**src/rtl/char_pkg.sv**
```systemverilog
// rtl/char_pkg.sv - shared types for the character buffer write path
package char_pkg;

    localparam int CHAR_DATA_WIDTH = 8;

    typedef enum logic [1:0] {
        IDLE,
        WRITE,
        FINISH
    } char_store_state_t;

    typedef logic [CHAR_DATA_WIDTH-1:0] char_t;

endpackage

```
**src/rtl/char_store_if.sv**
```systemverilog
// rtl/char_store_if.sv - descriptor, character stream, buffer write port and status of char_store
interface char_store_if #(
    parameter int ADDR_WIDTH = 4,
    parameter int DATA_WIDTH = 8
) ();

    logic                  cfg_valid;
    logic                  cfg_ready;
    logic [ADDR_WIDTH-1:0] cfg_start_addr;
    logic [ADDR_WIDTH-1:0] cfg_end_addr;

    logic                  in_valid;
    logic                  in_ready;
    logic [DATA_WIDTH-1:0] in_data;
    logic                  in_last;

    logic                  mem_we;
    logic [ADDR_WIDTH-1:0] mem_addr;
    logic [DATA_WIDTH-1:0] mem_wdata;

    logic                  done;
    logic                  overflow;
    logic [ADDR_WIDTH:0]   wr_count;

    modport master (
        output cfg_valid, cfg_start_addr, cfg_end_addr,
        output in_valid, in_data, in_last,
        input  cfg_ready, in_ready,
        input  mem_we, mem_addr, mem_wdata,
        input  done, overflow, wr_count
    );

    modport slave (
        input  cfg_valid, cfg_start_addr, cfg_end_addr,
        input  in_valid, in_data, in_last,
        output cfg_ready, in_ready,
        output mem_we, mem_addr, mem_wdata,
        output done, overflow, wr_count
    );

endinterface

```
**src/rtl/char_store.sv**
```systemverilog
// rtl/char_store.sv - writes a character stream into a configured region of the character buffer
module char_store
    import char_pkg::*;
#(
    parameter int ADDR_WIDTH = 4,
    parameter int DATA_WIDTH = 8
) (
    input logic           clk,
    input logic           rst,
    char_store_if.slave   bus
);

    char_store_state_t     state;
    logic [ADDR_WIDTH-1:0] curr_addr;
    logic [ADDR_WIDTH-1:0] end_addr;

    logic                  cfg_ready_q;
    logic                  in_ready_q;
    logic                  mem_we_q;
    logic [ADDR_WIDTH-1:0] mem_addr_q;
    logic [DATA_WIDTH-1:0] mem_wdata_q;
    logic                  done_q;
    logic                  overflow_q;
    logic [ADDR_WIDTH:0]   wr_count_q;

    logic                  cfg_fire;
    logic                  in_fire;
    logic                  region_full;

    assign cfg_fire    = bus.cfg_valid && cfg_ready_q;
    assign in_fire     = bus.in_valid && in_ready_q;
    assign region_full = (curr_addr == end_addr);

    always_ff @(posedge clk) begin
        if (rst) begin
            state       <= IDLE;
            curr_addr   <= '0;
            end_addr    <= '0;
            cfg_ready_q <= 1'b0;
            in_ready_q  <= 1'b0;
            mem_we_q    <= 1'b0;
            mem_addr_q  <= '0;
            mem_wdata_q <= '0;
            done_q      <= 1'b0;
            overflow_q  <= 1'b0;
            wr_count_q  <= '0;
        end else begin
            mem_we_q <= 1'b0;
            done_q   <= 1'b0;
            case (state)
                IDLE: begin
                    if (cfg_fire) begin
                        curr_addr   <= bus.cfg_start_addr;
                        end_addr    <= bus.cfg_end_addr;
                        wr_count_q  <= '0;
                        overflow_q  <= 1'b0;
                        cfg_ready_q <= 1'b0;
                        in_ready_q  <= 1'b1;
                        state       <= WRITE;
                    end else begin
                        cfg_ready_q <= 1'b1;
                    end
                end
                WRITE: begin
                    if (in_fire) begin
                        mem_we_q    <= 1'b1;
                        mem_addr_q  <= curr_addr;
                        mem_wdata_q <= bus.in_data;
                        wr_count_q  <= wr_count_q + 1'b1;
                        curr_addr   <= curr_addr + 1'b1;
                        // A last beat landing on the final address is a clean finish, not an overrun.
                        if (bus.in_last || region_full) begin
                            in_ready_q <= 1'b0;
                            done_q     <= 1'b1;
                            overflow_q <= !bus.in_last;
                            state      <= FINISH;
                        end
                    end
                end
                FINISH: begin
                    state <= IDLE;
                end
                default: begin
                    state <= IDLE;
                end
            endcase
        end
    end

    assign bus.cfg_ready = cfg_ready_q;
    assign bus.in_ready  = in_ready_q;
    assign bus.mem_we    = mem_we_q;
    assign bus.mem_addr  = mem_addr_q;
    assign bus.mem_wdata = mem_wdata_q;
    assign bus.done      = done_q;
    assign bus.overflow  = overflow_q;
    assign bus.wr_count  = wr_count_q;

endmodule
```
**src/flat_wrapper.sv**
```systemverilog
// flat-port wrapper written by rule: the top's interface ports become plain ports
module char_store_flat import char_pkg::*;
#(
    parameter int ADDR_WIDTH = 4,
    parameter int DATA_WIDTH = 8
)
  (clk, rst, bus_cfg_valid, bus_cfg_start_addr, bus_cfg_end_addr, bus_in_valid, bus_in_data, bus_in_last, bus_cfg_ready, bus_in_ready, bus_mem_we, bus_mem_addr, bus_mem_wdata, bus_done, bus_overflow, bus_wr_count);
  char_store_if #(.ADDR_WIDTH(ADDR_WIDTH), .DATA_WIDTH(DATA_WIDTH)) bus_i ();
  input logic clk;
  input logic rst;
  input wire logic [$bits(bus_i.cfg_valid)-1:0] bus_cfg_valid;
  input wire logic [$bits(bus_i.cfg_start_addr)-1:0] bus_cfg_start_addr;
  input wire logic [$bits(bus_i.cfg_end_addr)-1:0] bus_cfg_end_addr;
  input wire logic [$bits(bus_i.in_valid)-1:0] bus_in_valid;
  input wire logic [$bits(bus_i.in_data)-1:0] bus_in_data;
  input wire logic [$bits(bus_i.in_last)-1:0] bus_in_last;
  output wire logic [$bits(bus_i.cfg_ready)-1:0] bus_cfg_ready;
  output wire logic [$bits(bus_i.in_ready)-1:0] bus_in_ready;
  output wire logic [$bits(bus_i.mem_we)-1:0] bus_mem_we;
  output wire logic [$bits(bus_i.mem_addr)-1:0] bus_mem_addr;
  output wire logic [$bits(bus_i.mem_wdata)-1:0] bus_mem_wdata;
  output wire logic [$bits(bus_i.done)-1:0] bus_done;
  output wire logic [$bits(bus_i.overflow)-1:0] bus_overflow;
  output wire logic [$bits(bus_i.wr_count)-1:0] bus_wr_count;
  assign bus_i.cfg_valid = bus_cfg_valid;
  assign bus_i.cfg_start_addr = bus_cfg_start_addr;
  assign bus_i.cfg_end_addr = bus_cfg_end_addr;
  assign bus_i.in_valid = bus_in_valid;
  assign bus_i.in_data = bus_in_data;
  assign bus_i.in_last = bus_in_last;
  assign bus_cfg_ready = bus_i.cfg_ready;
  assign bus_in_ready = bus_i.in_ready;
  assign bus_mem_we = bus_i.mem_we;
  assign bus_mem_addr = bus_i.mem_addr;
  assign bus_mem_wdata = bus_i.mem_wdata;
  assign bus_done = bus_i.done;
  assign bus_overflow = bus_i.overflow;
  assign bus_wr_count = bus_i.wr_count;
  char_store #(.ADDR_WIDTH(ADDR_WIDTH), .DATA_WIDTH(DATA_WIDTH)) u_core (.clk(clk), .rst(rst), .bus(bus_i));
endmodule
```
**config.mk**
```make
export PLATFORM = sky130hd
export DESIGN_NAME = char_store_flat
export DESIGN_NICKNAME = d
export VERILOG_FILES = /design/src/rtl/char_pkg.sv /design/src/rtl/char_store_if.sv /design/src/rtl/char_store.sv /design/src/flat_wrapper.sv
export SDC_FILE = /design/constraint.sdc
export NUM_CORES = 1
export LEC_CHECK = 0
export CAP_MARGIN = 15
export CORE_ASPECT_RATIO = 0.8
export CORE_MARGIN = 2
export CORE_UTILIZATION = 40
export CTS_BUF_LIST = sky130_fd_sc_hd__clkbuf_16
export CTS_CLUSTER_SIZE = 12
export DETAILED_ROUTE_END_ITERATION = 7
export PLACE_DENSITY = 0.82
export RECOVER_POWER = 25
export SYNTH_ARGS = -nofsm -noshare
export SYNTH_HDL_FRONTEND = slang
export SYNTH_SLANG_ARGS = --single-unit
```
**constraint.sdc**
```tcl
create_clock -name clk -period 1.3 [get_ports clk]
set_input_delay 0.195 -clock clk [delete_from_list [all_inputs] [get_ports clk]]
set_output_delay 0.195 -clock clk [all_outputs]
set_load 0.1 [all_outputs]
```
Yosys cells after proc, flatten, opt, wreduce, memory -nomap -nowiden --
Index checks and enable logic that the tools add are counted.
Word-level totals: register bits after elaboration 32, bits of input ports 21
Cells by class: multiplexer cells 21, reductions and logical operators 13, bitwise logic cells 2, eq/ne operators 5, add/sub/neg operators 2
Operators with widths (count):
- $mux 5 | 2
- $pmux 5 s2 | 1
- $mux 1 | 9
- $mux 4 | 2
- $pmux 4 s2 | 1
- $mux 2 | 3
- $ne 2x1->1 const B | 3
- $reduce_and 3->1 | 2
- $add 5x1->5 const B | 1
- $add 4x1->4 const B | 1
- $eq 4x4->1 | 1
- $pmux 1 s2 | 2
- $pmux 2 s2 | 1
- $reduce_and 2->1 | 2
- $reduce_and 4->1 | 1
- $reduce_or 3->1 | 1
- $eq 2x1->1 const B | 1
- $logic_and 1x1->1 | 2
- $logic_not 2->1 | 1
- $not 1->1 | 2
- $reduce_bool 2->1 | 1
- $reduce_or 2->1 | 1
- $logic_not 1->1 | 1
- $logic_or 1x1->1 | 1

Longest topological paths before layout --
Gate-level depths: netlist of run 1.
depth after elaboration 5, mapped depth 6

Worst setup path after synthesis of run 1 --
OpenSTA, ideal clock, no wires.
kind flip-flop to flip-flop, start register u_core.in_ready_q (netlist: u_core.bus.in_ready), end register u_core.curr_addr[0], path buffers 0, path slack -0.762 ns, arrival 1.930 ns, period minus slack after synthesis 2.062 ns, cell stages (with the launch flop) 5, cell sequence dfxtp_1 -> nand4b_1 -> nand2b_1 -> mux2i_1 -> a21oi_1
On the way: word-level cells in the longest chain between the ends 3
RTL lines:
- start, declared | line char_store.sv:18 | logic in_ready_q;
- start signal, assigned | line char_store.sv:40 | in_ready_q <= 1'b0;
- start signal, assigned | line char_store.sv:58 | in_ready_q <= 1'b1;
- start signal, assigned | line char_store.sv:73 | in_ready_q <= 1'b0;
- $logic_and 1x1->1 | line char_store.sv:31 | assign in_fire = bus.in_valid && in_ready_q;
- $ne 2x1->1 (no source line)
- $reduce_and 3->1 (no source line)
- end signal, assigned | line char_store.sv:53 | curr_addr <= bus.cfg_start_addr;
- end signal, assigned | line char_store.sv:70 | curr_addr <= curr_addr + 1'b1;
- end, declared | line char_store.sv:14 | logic [ADDR_WIDTH-1:0] curr_addr;
Every way passes these cells. A chain may end at the register's enable or synchronous reset.

Worst setup path after layout of run 1 --
start register u_core.state[0], end register u_core.wr_count_q[3] (netlist: u_core.bus.wr_count[3])
On the way: word-level cells in the longest chain between the ends 3, elaborated cells on any way between the ends 7, those cells by class 3 x eq/ne; 1 x mux; 3 x reduce/logical
RTL lines:
- start, declared | line char_store.sv:13 | char_store_state_t state;
- start signal, assigned | line char_store.sv:36 | state <= IDLE;
- start signal, assigned | line char_store.sv:59 | state <= WRITE;
- start signal, assigned | line char_store.sv:76 | state <= FINISH;
- $eq 2x1->1 / $logic_not 2->1 (equally long branches) | line char_store.sv:50 | case (state)
- $ne 2x1->1 (no source line) / $reduce_bool 2->1 (equally long branches)
- $reduce_and 3->1 (no source line)
- end signal, assigned | line char_store.sv:69 | wr_count_q <= wr_count_q + 1'b1;
- end, declared | line char_store.sv:24 | logic [ADDR_WIDTH:0] wr_count_q;
Several ways; a longest one is shown, not always the timed one.

==> flow_summary_export.csv, run 1 <==
group,metric,value,unit
worst_setup_path,arrival,1520,ps
sta,slew_headroom,79.9,%
placed_design,gp_congestion,0.845,
power_and_ir_drop,power.density,1260,mW/mm2
synthesis,yosys.area_share.adder,1.89,%
placed_design,io_buffers,42,
floorplan,die_x,68.3,um
synthesis,synth_top_area_share,48.4,%
drt,drt_iter0_drc,45,
clock_network,cts_buffers,5,
floorplan,ioPinCount,43,
placed_design,place_area,0.00213,mm2
synthesis,ys_top_cells_by_area,"dfxtp_1 (48%), a21oi_1 (7.9%), nand2_1 (7.7%)",
sta,worst_pin_slew,303,ps
worst_setup_path,worstPathMaxFanout,8,
drt,wl_per_cell,13.6,um
synthesis,synthXorXnorAreaFrac,3.31,%
global_routing,grt-ovfl-total,0,
drt,drt-met1-wl,1.55,mm
sta,max_freq,758,MHz
drt,dr_wl_met3,246,um
synthesis,synth-simple-area-share,25.6,%
synthesis,synth_edf_count,0,
worst_setup_path,critPathRequiredTime,1510,ps
global_routing,grt_start_max_net_pins,23,
final_layout,fillers,246,
power_and_ir_drop,peakVddDrop,0.00103,V
synthesis,ys_ff_latch,32,
run,drv_cap,0,
synthesis,syn_area,0.00132,mm2
synthesis,synth_largest_area_cell,"dfxtp_1",
drt,routed-wl-met2,1.67,mm
global_routing,gr-usage-all-layers,19.9,%
sta,post-route-period-util,101,%
drt,viasPerCell,5.02,
drt,via_count,1294,
power_and_ir_drop,seqPwrFrac,37.9,%
drt,drcViolationCount,0,
floorplan,die_area,0.00379,mm2
clock_network,cts_num_sinks,32,
outcome,violations,"setup timing",
clock_network,cts_htree_levels,2,
synthesis,synth.mux.area_fraction,4.54,%
synthesis,async_reset_ff_share,0,%
placed_design,dp_hpwl,2.32,mm
clock_network,clock_latency,280,ps
sta,min_period,1320,ps
synthesis,ys_warn_count,0,
sta,setup_tns,-32.1,ps
clock_network,tritoncts,"built",
final_layout,post-route-cell-area,0.00222,mm2
sta,drv_slew,0,
drt,wl,3.52,mm
synthesis,ys_types,28,
synthesis,synthFlopType,"dfxtp_1",
power_and_ir_drop,p_switching,0.724,mW
global_routing,grt_pass1_wl,5.58,mm
power_and_ir_drop,combinationalPowerShare,18.8,%
sta,setup_slack,-18.6,ps
clock_network,hold_buffers,0,
global_routing,grt_antenna_before_repair,0,
global_routing,grt_pass1_vias,1278,
worst_setup_path,path_class,"reg2reg",
synthesis,synth.net_count,179,
final_layout,antennaDiodeCount,0,
floorplan,core,0.00313,mm2
final_layout,fin_nets,240,
power_and_ir_drop,swShare,25.9,%
worst_setup_path,crit_path_end_kind,"flip-flop",
sta,holdWs,449,ps
worst_setup_path,cp-start-kind,"flip-flop",
final_layout,areaGrowthSynthToFinish,67.7,%
power_and_ir_drop,total_power,2.80,mW
sta,skew,4.37,ps
synthesis,synth_top_family_by_area,"simple AND/OR/NAND/NOR gates",
floorplan,dieHeight,55.4,um
sta,finalSetupViolations,2,
synthesis,synth_compound_area_share,12.3,%
clock_network,cts_root_buffer,"clkbuf_16",
power_and_ir_drop,leakage,0.897,nW
drt,ant_nets,0,
clock_network,clockBufferDepth,2,
synthesis,yosysSeqAreaShare,48.4,%
power_and_ir_drop,clkPwrFrac,43.3,%
outcome,outcome,"finished, violations left",
floorplan,rows,18,
drt,detail_route.first_pass.iterations,4,
min_path,hold_path.class,"reg2reg",
final_layout,drive_above_1_share,34.9,%
sta,rsz0062_at_grt,"yes",
floorplan,start_util,42.2,%
synthesis,synthCells,156,
sta,hold_violations,0,
clock_network,clk_pin_slew_worst_paths,50,ps
power_and_ir_drop,intPower,2.08,mW
synthesis,avgSynthCellArea,8.48,um2
drt,routed.top_layer,"met4",
==> worst max-delay path, stage by stage, from the launching register on <==
cell and delay, ps:
dfxtp_2 330, and4bb_4 380, nor2_4 70, or3_4 340, a21oi_2 130
==> cells by family after synthesis <==
family	count (synthesis)
adders and majority gates	2
and+or+nand+nor	71
AOI/OAI and AO/OA	31
muxes	6
buffers and inverters	9
DFF	32
xor gates and xnor gates	5
==> layout make-up <==
class                   instances  area (um2)  share of cell area [%]
multi-input cells             115         669                    30.2
flip-flops and latches         32         668                    30.1
well taps                      40        50.0                    2.26
repair buffers                 63         672                    30.3
clock buffers                   6         150                    6.77
clock inverters                 2        8.76                   0.395
==> cells in the final DEF, fill, tap and decap left out, types with 10 or more instances in the layout <==
master           synthesis  final
a21oi_1                 21     18
clkbuf_4                 0     10
nand2_1                 27     27
nor2_1                  20     18
dfxtp_2                  0     10
buf_12                   0     12
dfxtp_1                 32     18
clkdlybuf4s50_1          0     19
buf_4                    0     21
==> final timing paths <==
kind                                                             end  depth (start not counted)  slack (ps)                            startpoint
worst max-delay path             u_core.bus.wr_count[3]$_SDFFE_PP0P_                          4         -20          u_core.state[0]$_SDFFE_PP0P_
worst min-delay path            u_core.bus.mem_wdata[6]$_SDFFE_PP0N_                          2         450  u_core.bus.mem_wdata[6]$_SDFFE_PP0N_
worst max register to register   u_core.bus.wr_count[3]$_SDFFE_PP0P_                          4         -20          u_core.state[0]$_SDFFE_PP0P_
worst min register to register  u_core.bus.mem_wdata[6]$_SDFFE_PP0N_                          2         450  u_core.bus.mem_wdata[6]$_SDFFE_PP0N_
==> cell usage after synthesis (2+ instances only) <==
library cell	n
or3_1	2
nor3_1	4
nand3_1	4
and2_1	2
mux2i_1	6
ha_1	2
a21oi_1	21
buf_6	2
o21ai_0	7
xor2_1	5
nor2_1	20
dfxtp_1	32
clkbuf_1	5
nand2b_1	2
nand2_1	27
buf_2	2
nand4b_1	2
==> per-layer routing <==
metal  vias up  global-route usage, %
met5         -                      0
met1       602                   23.2
li1        648                      -
met2        39                   31.3
met3         5                   6.31
met4         0                   11.7
==> flip-flops by register name (all words and copies together), names as in the netlist <==
name                  count
u_core.bus.mem_wdata      8
u_core.bus.wr_count       5
u_core.bus.mem_addr       4
u_core.curr_addr          4
u_core.end_addr           4
u_core.state              2
u_core.bus.cfg_ready      1
u_core.bus.done           1
u_core.bus.in_ready       1
u_core.bus.mem_we         1
u_core.bus.overflow       1
==> what timing repair did <==
action                                  CTS  global route
endpoints found under the hold margin     0             0
pin swaps                                 1             3
endpoints found under the setup margin   12            12
gates resized for setup                   6            14
cloned                                    0             0
buffers inserted                          2             0
==> power groups by stage <==
| stage | logic, mW | clock network, mW | registers (mW) |
|---|---|---|---|
| after floorplan | 0.187 | 0 | 1.17 |
| after global placement | 0.503 | 0 | 1.08 |
| after detailed placement | 0.514 | 0 | 1.08 |
| after CTS | 0.532 | 1.23 | 1.06 |
| after global routing | 0.564 | 1.28 | 1.06 |
| final | 0.527 | 1.21 | 1.06 |
==> per-stage QoR <==
step / worst slack (ps) / util [%] / instances
finish: -18.6 / 70.9 / 258
global route: -43.2 / 70.9 / 258
CTS: -6.41 / 73.8 / 258
detailed placement: -332 / 68.0 / 248
global placement: -270 / 68.0 / 248
floorplan: -159 / - / 156
(Power assumes the default switching activity.)
==> inputs of run 2 (changes only) <==
CAP_MARGIN = 10   (was 15)
==> results of run 2 <==
The final DEF is identical to that of run 1; final timing and power are the same.
